[src/rtl/lzc_norm_pipe.sv]
// Two-stage leading/trailing-zero counter and normaliser with valid/ready flow control.
// S1 captures the beat plus its zero count; S2 produces the count, zero flag and shifted value.
module lzc_norm_pipe #(
    parameter  int WIDTH = 16,
    parameter  int TAG_W = 4,
    localparam int CNT_W = $clog2(WIDTH) + 1
) (
    input  logic             clk,
    input  logic             rst_n,
    input  logic             in_valid,
    output logic             in_ready,
    input  logic [WIDTH-1:0] in_data,
    input  logic             in_mode,
    input  logic [TAG_W-1:0] in_tag,
    output logic             out_valid,
    input  logic             out_ready,
    output logic [CNT_W-1:0] out_count,
    output logic             out_zero,
    output logic [WIDTH-1:0] out_norm,
    output logic             out_mode,
    output logic [TAG_W-1:0] out_tag
);
    localparam int LVL = $clog2(WIDTH);
    localparam int PW  = 1 << LVL;

    // Valid/position tree over a power-of-two vector; each node prefers its upper half,
    // otherwise takes the lower half's position with the new MSB set.
    function automatic logic [CNT_W-1:0] lzc(input logic [PW-1:0] pad);
        logic [LVL:0][PW-1:0]          tv;
        logic [LVL:0][PW-1:0][LVL-1:0] tp;
        tv    = '0;
        tp    = '0;
        tv[0] = pad;
        for (int l = 1; l <= LVL; l++) begin
            for (int n = 0; n < (PW >> l); n++) begin
                tv[l][n] = tv[l-1][2*n+1] | tv[l-1][2*n];
                tp[l][n] = tv[l-1][2*n+1] ? tp[l-1][2*n+1]
                                          : (tp[l-1][2*n] | LVL'(1 << (l - 1)));
            end
        end
        return tv[LVL][0] ? {1'b0, tp[LVL][0]} : CNT_W'(WIDTH);
    endfunction

    logic [WIDTH-1:0] src;
    logic [PW-1:0]    pad;
    logic [CNT_W-1:0] cnt_d;

    // Trailing mode reuses the leading-zero tree on the bit-reversed word; padding sits
    // below the data so it can only matter when the word is all zeros.
    always_comb begin
        src = in_data;
        if (in_mode) begin
            for (int i = 0; i < WIDTH; i++) src[i] = in_data[WIDTH-1-i];
        end
        pad = '0;
        pad[PW-1 -: WIDTH] = src;
        cnt_d = lzc(pad);
    end

    logic [2:1]       vld_pipe;
    logic             s1_adv, s2_adv;
    logic [WIDTH-1:0] s1_data;
    logic             s1_mode;
    logic [TAG_W-1:0] s1_tag;
    logic [CNT_W-1:0] s1_cnt;
    logic [WIDTH-1:0] norm_d;

    assign s2_adv   = ~vld_pipe[2] | out_ready;
    assign s1_adv   = ~vld_pipe[1] | s2_adv;
    assign in_ready = s1_adv;
    assign out_valid = vld_pipe[2];

    // A count of WIDTH shifts everything out, so the all-zero case needs no special path.
    assign norm_d = s1_mode ? (s1_data >> s1_cnt) : (s1_data << s1_cnt);

    always_ff @(posedge clk or negedge rst_n) begin
        if (!rst_n) begin
            vld_pipe  <= '0;
            s1_data   <= '0;
            s1_mode   <= 1'b0;
            s1_tag    <= '0;
            s1_cnt    <= '0;
            out_count <= '0;
            out_zero  <= 1'b0;
            out_norm  <= '0;
            out_mode  <= 1'b0;
            out_tag   <= '0;
        end else begin
            if (s1_adv) vld_pipe[1] <= in_valid;
            if (s2_adv) vld_pipe[2] <= vld_pipe[1];
            if (in_valid && s1_adv) begin
                s1_data <= in_data;
                s1_mode <= in_mode;
                s1_tag  <= in_tag;
                s1_cnt  <= cnt_d;
            end
            if (vld_pipe[1] && s2_adv) begin
                out_count <= s1_cnt;
                out_zero  <= (s1_cnt == CNT_W'(WIDTH));
                out_norm  <= norm_d;
                out_mode  <= s1_mode;
                out_tag   <= s1_tag;
            end
        end
    end
endmodule

[config.mk]
export PLATFORM = sky130hd
export DESIGN_NAME = lzc_norm_pipe
export DESIGN_NICKNAME = d
export VERILOG_FILES = /design/src/rtl/lzc_norm_pipe.sv
export SDC_FILE = /design/constraint.sdc
export NUM_CORES = 1
export LEC_CHECK = 0
export BUFFER_PORTS_ARGS = -buffer_cell sky130_fd_sc_hd__buf_4
export CORE_MARGIN = 2
export CORE_UTILIZATION = 23
export CTS_CLUSTER_DIAMETER = 50
export DETAILED_ROUTE_END_ITERATION = 8
export PLACE_DENSITY_LB_ADDON = 0.15
export SETUP_SLACK_MARGIN = 0.05
export SLEW_MARGIN = 5
export SYNTH_ARGS = -nofsm -noshare
export SYNTH_HDL_FRONTEND = slang
export SYNTH_SLANG_ARGS = --single-unit
[constraint.sdc]
create_clock -name clk -period 2.1 [get_ports clk]
set_input_delay 0.21 -clock clk [delete_from_list [all_inputs] [get_ports clk]]
set_output_delay 0.21 -clock clk [all_outputs]
set_load 0.01 [all_outputs]
==> metrics.log <==
[metrics] largest incremental delay on the critical path: 0.45 ns
[metrics] Syn-to-layout area delta: 21.6%
[metrics] TritonCTS clock tree: yes
[metrics] critical path, cell by cell: buf_2, mux2_2, mux2i_1, a2bb2oi_1, a2111oi_1, a211o_1
[metrics] leakage power: 0.00195 uW
[metrics] status: finished, final reports clean
[metrics] ratio of final minimum period to clock period: 92.9%
[metrics] predominant post-synthesis flop cell: dfrtp_1
[metrics] VDD IR max: 0.301 mV
[metrics] remaining design rule violation count: 0
[metrics] Critical Path End Type: flop
[metrics] Total Negative Setup Slacks: 0 ns
[metrics] gr ovfl total: 0
[metrics] library cell with the largest summed area after synthesis: dfrtp_1
[metrics] y dimension of the die: 134 um
[metrics] Post-synth EDFFs: 0
[metrics] Post-Route Utilization: 28.6%
[metrics] actual transition at the worst max-transition pin: 0.705 ns
[metrics] I/O pin cnt: 54
[metrics] largest cells by area after synthesis: dfrtp_1 (35%), mux4_2 (9.2%), mux2_2 (8.4%)
[metrics] effective utilization at floorplan: 23.5%
[metrics] synthesized area divided by synthesized cell count: 10.0 um2
[metrics] Post-DRT Antenna Nets: 0
[metrics] ant diodes: 0
[metrics] horizontal die dimension: 134 um
[metrics] fraction of final layout cells sized beyond drive strength 1: 33.2%
[metrics] FMAX: 513 MHz
[metrics] power density over cell area: 814 nW/um2
[metrics] met2 usage in global routing: 20.7%
[metrics] latest clock arrival within the worst-skew pair: 0.30 ns
[metrics] final setup violating endpoints: 0
[metrics] fin. max-slew vios: 0
[metrics] routability congestion estimate: 0.846
[metrics] floorplan row count: 47
[metrics] global routing usage on met3: 2.76%
[metrics] Max Cap Violations: 0
[metrics] pin count of the biggest net entering global routing: 56
[metrics] portion of the post-synthesis area used by sequential elements: 35.2%
[metrics] Critical Path Start Type: flop
[metrics] Mapped Nets: 415
[metrics] critical path's slowest cell: dfrtp_2
[metrics] routed wirelength normalized by instance count: 17.6 um
[metrics] drt first-iter violations: 146
[metrics] shortest clock period the worst path allows after layout: 1.95 ns
[metrics] arithmetic-cell share of the synthesized area counting full adders, half adders and majority gates: 0%
[metrics] port bufs: 53
[metrics] vias per cell: 4.89
[metrics] global-route wire length before repair: 19000 um
[metrics] grt peak-use layer: met2
[metrics] kind of critical path: reg -> reg
[metrics] Clock transition at path regs: 0.07 ns
[metrics] number of iterations in the first detailed-routing pass: 4
[metrics] via count: 3288
[metrics] worst hold-check path type: in -> reg
[metrics] total clock buffers created by CTS: 5
[metrics] Root Driver: clkbuf_16
[metrics] clock tree skew after final layout: 0.00648 ns
[metrics] initial antenna violation count: 0
[metrics] final routed wirelength across all metal layers: 11800 um
[metrics] count of H-tree levels built during CTS: 2
[metrics] core area: 16600 um2
[metrics] met1 track utilization from global routing: 19.0%
[metrics] Data required, critical path: 2.29 ns
[metrics] biggest fanout along the worst timing path: 7
[metrics] vias in the first global route: 3357
[metrics] die area: 18000 um2
[metrics] xor and xnor fraction of the mapped netlist area: 0%
[metrics] gate family responsible for the most delay along the worst path: compound AO/OA/AOI/OAI gates
[metrics] worst max-slew margin expressed relative to the limit: 53.0%
[metrics] fraction of registers with async set/reset: 100%
[metrics] leading cell type in the layout, fill and taps excluded: buf_4
[metrics] Buf/Inv on CP: 1
[metrics] Mapped Area: 3900 um2
[metrics] multiplexer share of the synthesized area: 24.5%
[metrics] Unique masters post-synth: 56
[metrics] overall routing resource usage: 13.4%
[metrics] CTS Sinks: 55
[metrics] RSZ-0062 raised after global routing: yes
[metrics] nets: 476
[metrics] final-report hold violation count: 0
[metrics] dominant combinational cell family by area after synthesis: multiplexers
[metrics] Power, Total: 3870 uW
[metrics] number of cells produced by synthesis: 390
[metrics] Detailed Place HPWL: 9010 um
[metrics] largest buffer count on any clock path: 2
[metrics] area fraction of the dominant cell type after synthesis: 35.2%
[metrics] compound-gate portion of the synthesized area: 18.6%
[metrics] number of synthesized register bits: 55
[metrics] commonest non-fill, non-tap cells in the layout: buf_4 (81), dfrtp_1 (52), nand2_1 (37), mux2_2 (29), mux2i_1 (27)
[metrics] area fraction in and, or, nand and nor cells after synthesis: 13.7%
[metrics] critical path arrival: 2.14 ns
[metrics] warning count from the yosys run: 0
## per-stage QoR
step	setup WS (ns)	hold WS (ns)	cell area, um2	std cells
final	0.149	0.0993	4750	672
after global routing	0.0500	0.0976	4750	672
after CTS	0.0524	0.0885	4710	667
after detailed placement	0.0272	0.313	4550	658
after global placement	-0.00495	0.309	4550	658
after floorplan	0.419	-0.0856	3910	390
## logic make-up after synthesis
logic type | after synthesis
AND/OR/NAND/NOR | 111
buffers and inverters | 43
AO/OA/AOI/OAI | 109
multiplexers | 72
flip-flops | 55
## Yosys cell counts (2+ instances only)
cell type	instances
o21ai_0	26
nand3b_1	5
nor2_1	24
buf_2	5
buf_4	2
nand2_1	37
mux2i_1	27
a211oi_1	7
mux4_2	16
nand2b_1	6
nor3b_1	6
buf_1	2
a31oi_1	6
clkbuf_8	8
o211ai_1	2
or2_2	3
nand3_1	3
a211o_1	3
o221ai_1	2
a221oi_1	3
buf_8	2
a22o_1	6
mux2_2	29
a21oi_1	26
a22oi_1	2
a32oi_1	2
nor3_1	15
buf_6	4
o31ai_1	5
nor4_1	2
o22ai_1	6
clkbuf_1	9
dfrtp_1	55
inv_1	10
nor2b_1	3
## worst paths after layout
path                        startpoint            to  slack [ns]  cells after the start
min in group asynchronous        rst_n  out_count[3]        0.49                      2
min reg2reg                out_norm[9]   out_norm[9]        0.48                      2
max                          s1_cnt[1]  out_norm[13]        0.15                      6
min                           in_valid   vld_pipe[1]         0.1                      2
max reg2reg                  s1_cnt[1]  out_norm[13]        0.15                      6
max in group asynchronous        rst_n     s1_cnt[2]        1.08                      2
## layer usage
metal  vias to the layer above  share of wire [%]
met2                        94                 46
met3                        13                5.1
li1                       1590                  -
met1                      1591                 48
met4                         0                1.5
met5                         -                  0
## where the power goes
part	total [uW]	internal [uW]	switching (uW)
sequential	1470	1260	215
combinational	1550	780	765
clock	850	449	401
total	3870	2490	1380
## area by class of cell
type / count / area (um2)
Multi-Input combinational cell: 292 / 2220
Fill cell: 1787 / 11800
Inverter: 11 / 41.3
Tap cell: 220 / 275
Sequential cell: 55 / 1380
Clock buffer: 5 / 125
Timing Repair Buffer: 86 / 683
Clock inverter: 3 / 22.5
## repair_timing
item	4_1_cts	5_1_grt
endpoints found under the setup margin	2	8
setup buffers	0	5
resized for setup	2	2
hold endpoints to repair	40	0
hold buffers	1	0
pin swaps	0	0
cloned	0	0
## registers in the layout, summed over array words and instances (netlist names)
signal,flops
s1_mode,1
vld_pipe,2
s1_cnt,5
out_tag,4
s1_tag,4
out_zero,1
s1_data,16
out_norm,16
out_mode,1
out_count,5
Note: power is estimated with default switching activity, not from simulation.
